==> config.mk <==
export PLATFORM = sky130hd
export DESIGN_NAME = alu_operand_regfile
export DESIGN_NICKNAME = d
export VERILOG_FILES = /design/src/rtl/alu_operand_regfile.sv
export SDC_FILE = /design/constraint.sdc
export NUM_CORES = 1
export LEC_CHECK = 0
export ABC_AREA = 1
export CAP_MARGIN = 10
export CORE_ASPECT_RATIO = 0.9
export CORE_MARGIN = 10
export CORE_UTILIZATION = 40
export DETAILED_ROUTE_END_ITERATION = 16
export GPL_TIMING_DRIVEN = 0
export PLACE_DENSITY = 0.58
export SYNTH_ARGS = -nofsm -noshare
export SYNTH_HDL_FRONTEND = slang
export SYNTH_SLANG_ARGS = --single-unit
==> constraint.sdc <==
create_clock -name clk -period 5.4 [get_ports clk]
set_input_delay 0.81 -clock clk [delete_from_list [all_inputs] [get_ports clk]]
set_output_delay 0.81 -clock clk [all_outputs]
set_load 0.01 [all_outputs]
==> src/rtl/alu_operand_regfile.sv <==
// alu_operand_regfile: general-purpose register file and C/Z flag register
// feeding the 8-bit ALU, with a one-deep flag shadow for call/return.
//
// Register 0 reads as zero and ignores writes. Reads are combinational;
// flags and the shadow are purely registered.
//
// Build option: define REGFILE_WRITE_BYPASS_EN to forward wr_data to a read
// port whose address matches an active write in the same cycle. Without it,
// a written value becomes readable in the following cycle.
module alu_operand_regfile #(
   parameter int DATA_W   = 8,
   parameter int NUM_REGS = 8,
   parameter int ADDR_W   = 3
) (
   input  logic              clk,
   input  logic              rst,
   input  logic [ADDR_W-1:0] rd_addr_a,
   input  logic [ADDR_W-1:0] rd_addr_b,
   output logic [DATA_W-1:0] rd_data_a,
   output logic [DATA_W-1:0] rd_data_b,
   input  logic              wr_en,
   input  logic [ADDR_W-1:0] wr_addr,
   input  logic [DATA_W-1:0] wr_data,
   input  logic              flag_we,
   input  logic              alu_carry,
   input  logic              alu_zero,
   input  logic              flag_save,
   input  logic              flag_restore,
   output logic              carry_flag,
   output logic              zero_flag
);

   logic [DATA_W-1:0] regs_r [NUM_REGS];
   logic              wr_hit_s;
   logic              shadow_c_r;
   logic              shadow_z_r;
   logic              carry_nxt_s;
   logic              zero_nxt_s;
   logic              shadow_c_nxt_s;
   logic              shadow_z_nxt_s;

   assign wr_hit_s = wr_en && (wr_addr != {ADDR_W{1'b0}});

   // Register storage: cleared on reset, written when a non-zero address is targeted.
   always_ff @(posedge clk) begin
      if (rst) begin
         for (int i = 0; i < NUM_REGS; i++) begin
            regs_r[i] <= {DATA_W{1'b0}};
         end
      end else if (wr_hit_s) begin
         regs_r[wr_addr] <= wr_data;
      end
   end

   // Read port A: r0 is constant zero, optional same-cycle forwarding of the write.
   always_comb begin
      rd_data_a = {DATA_W{1'b0}};
      if (rd_addr_a == {ADDR_W{1'b0}}) begin
         rd_data_a = {DATA_W{1'b0}};
`ifdef REGFILE_WRITE_BYPASS_EN
      end else if (wr_hit_s && (wr_addr == rd_addr_a)) begin
         rd_data_a = wr_data;
`endif
      end else begin
         rd_data_a = regs_r[rd_addr_a];
      end
   end

   // Read port B: same behaviour as port A.
   always_comb begin
      rd_data_b = {DATA_W{1'b0}};
      if (rd_addr_b == {ADDR_W{1'b0}}) begin
         rd_data_b = {DATA_W{1'b0}};
`ifdef REGFILE_WRITE_BYPASS_EN
      end else if (wr_hit_s && (wr_addr == rd_addr_b)) begin
         rd_data_b = wr_data;
`endif
      end else begin
         rd_data_b = regs_r[rd_addr_b];
      end
   end

   // Flag next-state: restore beats ALU latch; the shadow always captures pre-edge flags,
   // so save+restore together swaps flags and shadow.
   always_comb begin
      carry_nxt_s    = carry_flag;
      zero_nxt_s     = zero_flag;
      shadow_c_nxt_s = shadow_c_r;
      shadow_z_nxt_s = shadow_z_r;
      if (flag_restore) begin
         carry_nxt_s = shadow_c_r;
         zero_nxt_s  = shadow_z_r;
      end else if (flag_we) begin
         carry_nxt_s = alu_carry;
         zero_nxt_s  = alu_zero;
      end else begin
         carry_nxt_s = carry_flag;
         zero_nxt_s  = zero_flag;
      end
      if (flag_save) begin
         shadow_c_nxt_s = carry_flag;
         shadow_z_nxt_s = zero_flag;
      end else begin
         shadow_c_nxt_s = shadow_c_r;
         shadow_z_nxt_s = shadow_z_r;
      end
   end

   // Flag and shadow registers; reset clears everything and discards a pending save.
   always_ff @(posedge clk) begin
      if (rst) begin
         carry_flag <= 1'b0;
         zero_flag  <= 1'b0;
         shadow_c_r <= 1'b0;
         shadow_z_r <= 1'b0;
      end else begin
         carry_flag <= carry_nxt_s;
         zero_flag  <= zero_nxt_s;
         shadow_c_r <= shadow_c_nxt_s;
         shadow_z_r <= shadow_z_nxt_s;
      end
   end

endmodule

# Word-level counts from Yosys, hierarchy flattened
# Memory sizes are Yosys's and may differ from the RTL's.
# Cells that the tools add are included.
# totals
ff_bits	4
latchBits	0
ram_bits	64
mem_bits_ro	0
input_bits	25
elab_cells	25
mem_count	1
# op_classes
n_addsub	0
mul	0
div	0
n_lt_le_gt_ge	0
n_eq_ne	0
shifts	0
mux	14
n_bitwise	0
reduce_logical	6
# memory_table
memory	depth	width	rd	rd_ports_with_merged_regs	write_ports	line_no	source
regs_r	8	8	2	0	8	33	logic [DATA_W-1:0] regs_r [NUM_REGS];
# ops
cell	count
8-bit two-way mux	3
1-bit two-way mux	10
8-bit OR reduction	1
3-bit zero test	2
3-bit two-way mux	1
3-bit nonzero test	1
2-bit nonzero test	1
1-bit logical AND	1

# Longest topological paths before layout
# Gate-level depths: netlist of the first run.
# depth
word_depth	7
depth_mapped	8

# Worst setup path after synthesis of the first run
# No wires, ideal clock.
# synth_path
path_kind	input to output
from	in rd_addr_b[0]
to	out rd_data_b[7]
arrival_time_ps	1521
required_ps	4590
setup_slack_ps	3069
stages	8
path_buffers	2
cell_sequence	buf_4 inv_2 buf_4 nand2_1 nand3_1 nand3_1 nand2_1 nor2_1
# synth_via
elab_chain_cells	2
word_cells_on_any_way	3
cone_classes	mux: 1; reduce/logical: 1; memory: 1
# synth_lines
item	line_no	source
from (decl)	18	input logic [ADDR_W-1:0] rd_addr_b,
memory read 8 x 8 bit or 3-bit zero test (tied branches)	-	
8-bit two-way mux (*)	72	if (rd_addr_b == {ADDR_W{1'b0}}) begin
to (decl)	20	output logic [DATA_W-1:0] rd_data_b,
# Every way passes the cells marked *; elsewhere a longest branch is shown, timed or not.

# Worst setup path after layout of the first run
# layout_path
from	in rd_addr_a[2]
to	out rd_data_a[5]
# layout_via
elab_chain_cells	2
word_cells_on_any_way	3
cone_classes	mux: 1; reduce/logical: 1; memory: 1
# layout_lines
item	line_no	source
from (decl)	17	input logic [ADDR_W-1:0] rd_addr_a,
memory read 8 x 8 bit or 3-bit zero test (tied branches)	-	
8-bit two-way mux (*)	58	if (rd_addr_a == {ADDR_W{1'b0}}) begin
to (decl)	19	output logic [DATA_W-1:0] rd_data_a,
# Marked as above.

==> results.toml, run 1 <==
[floorplan]
fp.dieArea_um2 = 14600
ios = 43
initial_utilization = 0.415
core-area_um2 = 9830
die_h_um = 116
die_x_um = 126
num_rows = 34

[layout]
finalNonFillerCells = 699
fin_area_um2 = 4930
regArea_um2 = 2000
area_delta_synth_final_pct = 20.9
n_antenna_cell = 0
layout-drive-gt1-share = 0.112
nFillCells = 952
multi_input_area_um2 = 1620
final_nets = 593
utilization = 0.502

[synthesis]
syn_inst = 515
netlist_top_cells_count = "nand2_1 (160), inv_1 (82), edfxtp_1 (64)"
synth_top_area_frac = 0.471
netlist_area_um2 = 4080
synth_most_common_cell = "nand2_1"
yosys-top-cells-area = "edfxtp_1 (47%), nand2_1 (15%), inv_1 (7.5%)"
yosysWarnings = 0
synth-seq-cells = 68
avgSynthCellArea_um2 = 7.92
ys_types = 26
yosysTopAreaCell = "edfxtp_1"
synth_edf_count = 64
seq_area_frac_synth = 0.491
ys.flop_type = "edfxtp_1"
async_flop_share = 0

[timing]
rsz0062_at_grt = "no"
drv_slew = 0
finClkSkew_ns = 0.000178
period_share = 0.631
tns_ns = 0
relSlewSlack = 0.279
hold_violations = 0
period_needed_ns = 3.41
worst_pin_slew_ns = 1.07
max_freq_mhz = 294
setup_viol = 0

[critical_path]
r2r.worst_path.cells = 4
cp_cell_sequence = "clkdlybuf4s50_1, clkbuf_1, nor2_1, nand2_1, nand2_1, nor2_1, clkdlybuf4s50_1"
critical_path_required_ns = 4.59
slowest_stage = "clkdlybuf4s50_1"
critPathKind = "input pin to primary output"
reg2reg_slack_ns = 4.71
worstPathArrival_ns = 2.60
start_kind = "input pin"
worst-path-max-fanout = 10
crit_path_end_kind = "primary output"
r2r_start = "shadow_c_r$_SDFFE_PP0P_"
r2r_end = "carry_flag$_SDFFE_PP0P_"
timing.critical_path.buf_inv = 3
crit_family = "buffers and inverters"
cpPeakStageDelay_ns = 0.56

[clocking]
cts_root_buf = "clkbuf_16"
post_cts_buffers = 0
cts_buffers = 9
clock_sinks = 68
cts_hold_buffers = 0
clkSlewWorstSetupHoldPaths_ns = 0.06
clock_path_buffers = 2
postCtsResizedCells = 0
htree_levels = 3
cts_tree = "yes"
worstSkewPairLatency_ns = 0.33

[routing]
firstDrtPassIters = 8
via_per_inst = 5.13
via_count = 3583
wl_um = 12900
routedWlPerCell_um = 18.5
drtAntennaViolNets = 0
post-route-drc-count = 0
dr.first_iter.drc_count = 380

[job]
max-cap-violations = 0

[status]
outcome = "finished, final reports clean"

[hold_path]
holdCritPathClass = "flip-flop to flip-flop"
holdCritStartpoint = "shadow_c_r$_SDFFE_PP0P_"
whs_path_depth = 2
min_to = "shadow_c_r$_SDFFE_PP0P_"

[placement]
hpwl_um = 9500
dp_cells = 683
gp_congestion = 0.897
portBuffers = 35
place_area_um2 = 4610

[grt]
track_usage = 0.175
grt_pass1_wl_um = 19700
grt_overflow_total = 0
grt_pass1_vias = 3568
grt_max_degree = 13
antenna_found_initial = 0

[power_and_ir_drop]
power_density_nw_per_um2 = 305
p_leak_nw = 2.28
finalPower_mw = 1.50
irDropWorstVdd_mv = 0.169
## final cells by class
class                   count  share of cell area
well taps                 126              0.0320
clock buffers               9              0.0457
clock inverters             7              0.0185
flip-flops and latches     68               0.406
multi-input cells         342               0.328
inverters                  85              0.0652
plain buffers              27              0.0337
repair buffers             35              0.0710
## placed cells by master (no fill, tap or decap)
master / n
a21oi_1: 4
a21oi_2: 1
buf_2: 16
buf_4: 4
buf_6: 4
bufinv_16: 2
clkbuf_1: 3
clkbuf_16: 9
clkdlybuf4s50_1: 35
clkinv_2: 3
clkinv_4: 1
clkinvlp_4: 1
conb_1: 8
dfxtp_1: 4
edfxtp_1: 64
inv_1: 82
inv_2: 2
inv_4: 1
nand2_1: 160
nand2_2: 2
nand2_4: 1
nand3_1: 45
nand4_2: 4
nand4_4: 1
nor2_1: 62
nor2_4: 1
nor3_1: 8
nor3_2: 9
nor3_4: 1
o211ai_1: 28
o21ai_0: 6
or2_2: 1
## sequential cells by signal, summed over array words and instances (netlist names)
signal / cells
shadow_z_r: 1
zero_flag: 1
carry_flag: 1
shadow_c_r: 1
regs_r: 64
## worst max path at each step
stage	from	to	slack (ns)	cells after the start
2_1_floorplan	rd_addr_b[0]	rd_data_b[7]	3.07	8
4_1_cts	rd_addr_a[2]	rd_data_a[5]	2.00	7
3_3_place_gp	rd_addr_a[2]	rd_data_a[5]	2.01	7
6_report	rd_addr_a[2]	rd_data_a[5]	1.99	7
3_5_place_dp	rd_addr_a[2]	rd_data_a[5]	2.01	7
5_1_grt	rd_addr_a[2]	rd_data_a[5]	1.82	7
## power by group
| part | leakage, nW | internal, mW | switching [mW] |
|---|---|---|---|
| sequential | 0.648 | 0.612 | 0.0143 |
| combinational | 1.48 | 0.0886 | 0.154 |
| clock | 0.155 | 0.402 | 0.230 |
| total | 2.28 | 1.10 | 0.399 |
## per-stage QoR
stage	setup WS [ns]	hold slack, ns
after global routing	1.82	0.483
final	1.99	0.460
after CTS	2.00	0.467
after global placement	2.01	0.452
after detailed placement	2.01	0.458
after floorplan	3.07	0.429
## logic make-up (layout without fill, tap and decap cells)
kind of cell / after synthesis / in the layout / synth area share
AO/OA/AOI/OAI: 39 / 39 / 0.0659
buffers and inverters: 112 / 163 / 0.120
flip-flops: 68 / 68 / 0.491
other: 1 / 8 / 0.000919
AND/OR/NAND/NOR: 295 / 295 / 0.323
## tightest hold or removal path: stages (launching register included)
cell and delay [ns]:
dfxtp_1 0.29, inv_1 0.06, a21oi_1 0.06
## layer usage
layer | GRT usage | vias up | wire (um)
met5 | 0 | - | 0
met4 | 0.0523 | 0 | 222
met3 | 0.0447 | 18 | 957
met2 | 0.286 | 143 | 5920
met1 | 0.223 | 1672 | 5820
li1 | - | 1750 | -
(Power assumes the default switching activity.)
==> inputs of run 2 (changes only) <==
==> constraint.sdc (replaced) <==
create_clock -name clk -period 3.55 [get_ports clk]
set_input_delay 0.5325 -clock clk [delete_from_list [all_inputs] [get_ports clk]]
set_output_delay 0.5325 -clock clk [all_outputs]
set_load 0.01 [all_outputs]
==> results of run 2 <==
Same layout as run 1 (identical final DEF). Status: finished, final reports clean.
Among the figures that moved: setup slack after placement 2.01 ns -> 0.652 ns; setup slack after layout 1.99 ns -> 0.699 ns; register-to-register setup slack 4.71 ns -> 2.86 ns; total power 1.50 mW -> 2.28 mW; worst IR drop on VDD 0.169 mV -> 0.257 mV
==> inputs of run 3 (changes only) <==
--- a/config.mk
+++ b/config.mk
@@ -12,7 +12,7 @@
 export CORE_UTILIZATION = 40
 export DETAILED_ROUTE_END_ITERATION = 16
 export GPL_TIMING_DRIVEN = 0
-export PLACE_DENSITY = 0.58
+export PLACE_DENSITY = 0.6
 export SYNTH_ARGS = -nofsm -noshare
 export SYNTH_HDL_FRONTEND = slang
 export SYNTH_SLANG_ARGS = --single-unit
==> constraint.sdc (replaced) <==
create_clock -name clk -period 2.6 [get_ports clk]
set_input_delay 0.39 -clock clk [delete_from_list [all_inputs] [get_ports clk]]
set_output_delay 0.39 -clock clk [all_outputs]
set_load 0.01 [all_outputs]
==> run 3 against run 2 <==
Net effect:
- global-route usage shrank 1.8 points
- die area is the same
- critical path depth is the same
- worst hold slack gained 0.0080 ns
- critical path type unchanged
- clock skew is essentially flat
- worst setup slack lost 0.57 ns
- sequential share of layout area shrank 0.051 points
- sequential cell count is the same
- via count shrank 3.8%
==> results.toml, run 3 (synthesized netlist as in run 1, its figures left out) <==
[placement]
place_area_um2 = 4610
dp_cells = 683
pre_cts_ws_ns = -0.000363
portBuffers = 35
hpwl_um = 9040
gp_congestion = 0.952

[timing]
setup_viol = 0
period_share = 0.951
drv_slew = 0
finClkSkew_ns = 0.000265
period_needed_ns = 2.47
worst_pin_slew_ns = 1.07
rsz0062_at_grt = "no"
setup_slack_ns = 0.128
tns_ns = 0
max_freq_mhz = 405
relSlewSlack = 0.280
hold_violations = 0

[status]
outcome = "finished, final reports clean"

[layout]
n_antenna_cell = 0
largest_reg_flops = 64
fin_area_um2 = 4940
layout_common_cells = "nand2_1 (160), inv_1 (82), edfxtp_1 (64), nor2_1 (62), nand3_1 (45)"
regMostFlops = "regs_r"
finalNonFillerCells = 699
final_nets = 593
final_common_cell = "nand2_1"
area_delta_synth_final_pct = 21.0
layout-drive-gt1-share = 0.113

[routing]
wl_um = 11400
via_per_inst = 4.93
post-route-drc-count = 0
via_count = 3448
routedWlPerCell_um = 16.4
firstDrtPassIters = 5
drtAntennaViolNets = 0
dr.first_iter.drc_count = 317

[critical_path]
worst-path-max-fanout = 10
critPathKind = "input pin to primary output"
crit_path_end_kind = "primary output"
critical_path_required_ns = 2.21
r2r.worst_path.cells = 4
worstPathArrival_ns = 2.08
r2r_end = "carry_flag$_SDFFE_PP0P_"
r2r_start = "shadow_c_r$_SDFFE_PP0P_"
start_kind = "input pin"
reg2reg_slack_ns = 1.87

[hold_path]
whs_path_depth = 2
min_to = "shadow_c_r$_SDFFE_PP0P_"
holdCritPathClass = "flip-flop to flip-flop"
holdCritStartpoint = "shadow_c_r$_SDFFE_PP0P_"

[grt]
grt_pass1_vias = 3354
grt_pass1_wl_um = 18100
grt_max_degree = 14
track_usage = 0.158
antenna_found_initial = 0
grt_overflow_total = 0

[floorplan]
num_rows = 34
die_x_um = 126
initial_utilization = 0.415
core-area_um2 = 9830
die_h_um = 116
fp.dieArea_um2 = 14600
ios = 43

[clocking]
cts_buffers = 9
cts_root_buf = "clkbuf_16"
cts_tree = "yes"
htree_levels = 3
clock_path_buffers = 2
clock_sinks = 68
post_cts_buffers = 0
clkSlewWorstSetupHoldPaths_ns = 0.06
worstSkewPairLatency_ns = 0.33
cts_hold_buffers = 0

[power_and_ir_drop]
p_leak_nw = 2.29
power_density_nw_per_um2 = 630
finalPower_mw = 3.11
irDropWorstVdd_mv = 0.249

[job]
max-cap-violations = 0
-- run 3: final cells by class --
| cell class | count | area (um2) |
|---|---|---|
| Buffer | 27 | 168 |
| Clock buffer | 9 | 225 |
| Clock inverter | 7 | 96.3 |
| Fill cell | 964 | 4890 |
| Inverter | 85 | 322 |
| Multi-Input combinational cell | 342 | 1620 |
| Sequential cell | 68 | 2000 |
| Tap cell | 126 | 158 |
| Timing Repair Buffer | 35 | 350 |
-- run 3: worst max-delay path, stage by stage --
cell,delay [ns]
clkdlybuf4s50_1,0.53
clkbuf_2,0.27
nor2_1,0.07
nand2_1,0.07
nand2_1,0.06
nor2_1,0.14
clkdlybuf4s50_1,0.56
-- run 3: repair_timing --
item | CTS | global route
endpoints found under the hold margin | 0 | 0
setup endpoints to repair | 0 | 1
resized for setup | 0 | 2
-- run 3: through the flow --
step                hold WS, ns   util
CTS                       0.469  0.502
finish                    0.468  0.502
global route              0.482  0.502
detailed placement        0.461  0.470
global placement          0.451  0.470
floorplan                 0.429      -
-- run 3: metal layers --
| layer | up-vias | track usage | routed length (um) | share of wire |
|---|---|---|---|---|
| met4 | 0 | 0.0713 | 284 | 0.025 |
| met2 | 148 | 0.230 | 4790 | 0.42 |
| met5 | - | 0 | 0 | 0 |
| met1 | 1527 | 0.216 | 5500 | 0.48 |
| li1 | 1751 | - | - | - |
| met3 | 22 | 0.0379 | 879 | 0.077 |
-- run 3: report_power, final --
part / leakage (nW) / total (mW) / internal (mW) / switching [mW]
logic: 1.48 / 0.484 / 0.184 / 0.300
clock network: 0.161 / 1.32 / 0.846 / 0.472
registers: 0.648 / 1.31 / 1.27 / 0.0374
total: 2.29 / 3.11 / 2.30 / 0.809
-- run 3: how the worst max path moves through the flow --
stage                 startpoint                          to  slack [ns]
CTS                 rd_addr_a[2]                rd_data_a[5]       0.003
global placement    rd_addr_a[2]                rd_data_a[5]        0.01
global route        rd_addr_a[2]                rd_data_a[5]        0.08
floorplan             wr_addr[1]  regs_r[5][0]$_SDFFCE_PN0P_        0.72
detailed placement           rst  regs_r[5][1]$_SDFFCE_PN0P_     -0.0004
finish              rd_addr_a[2]                rd_data_a[5]        0.13
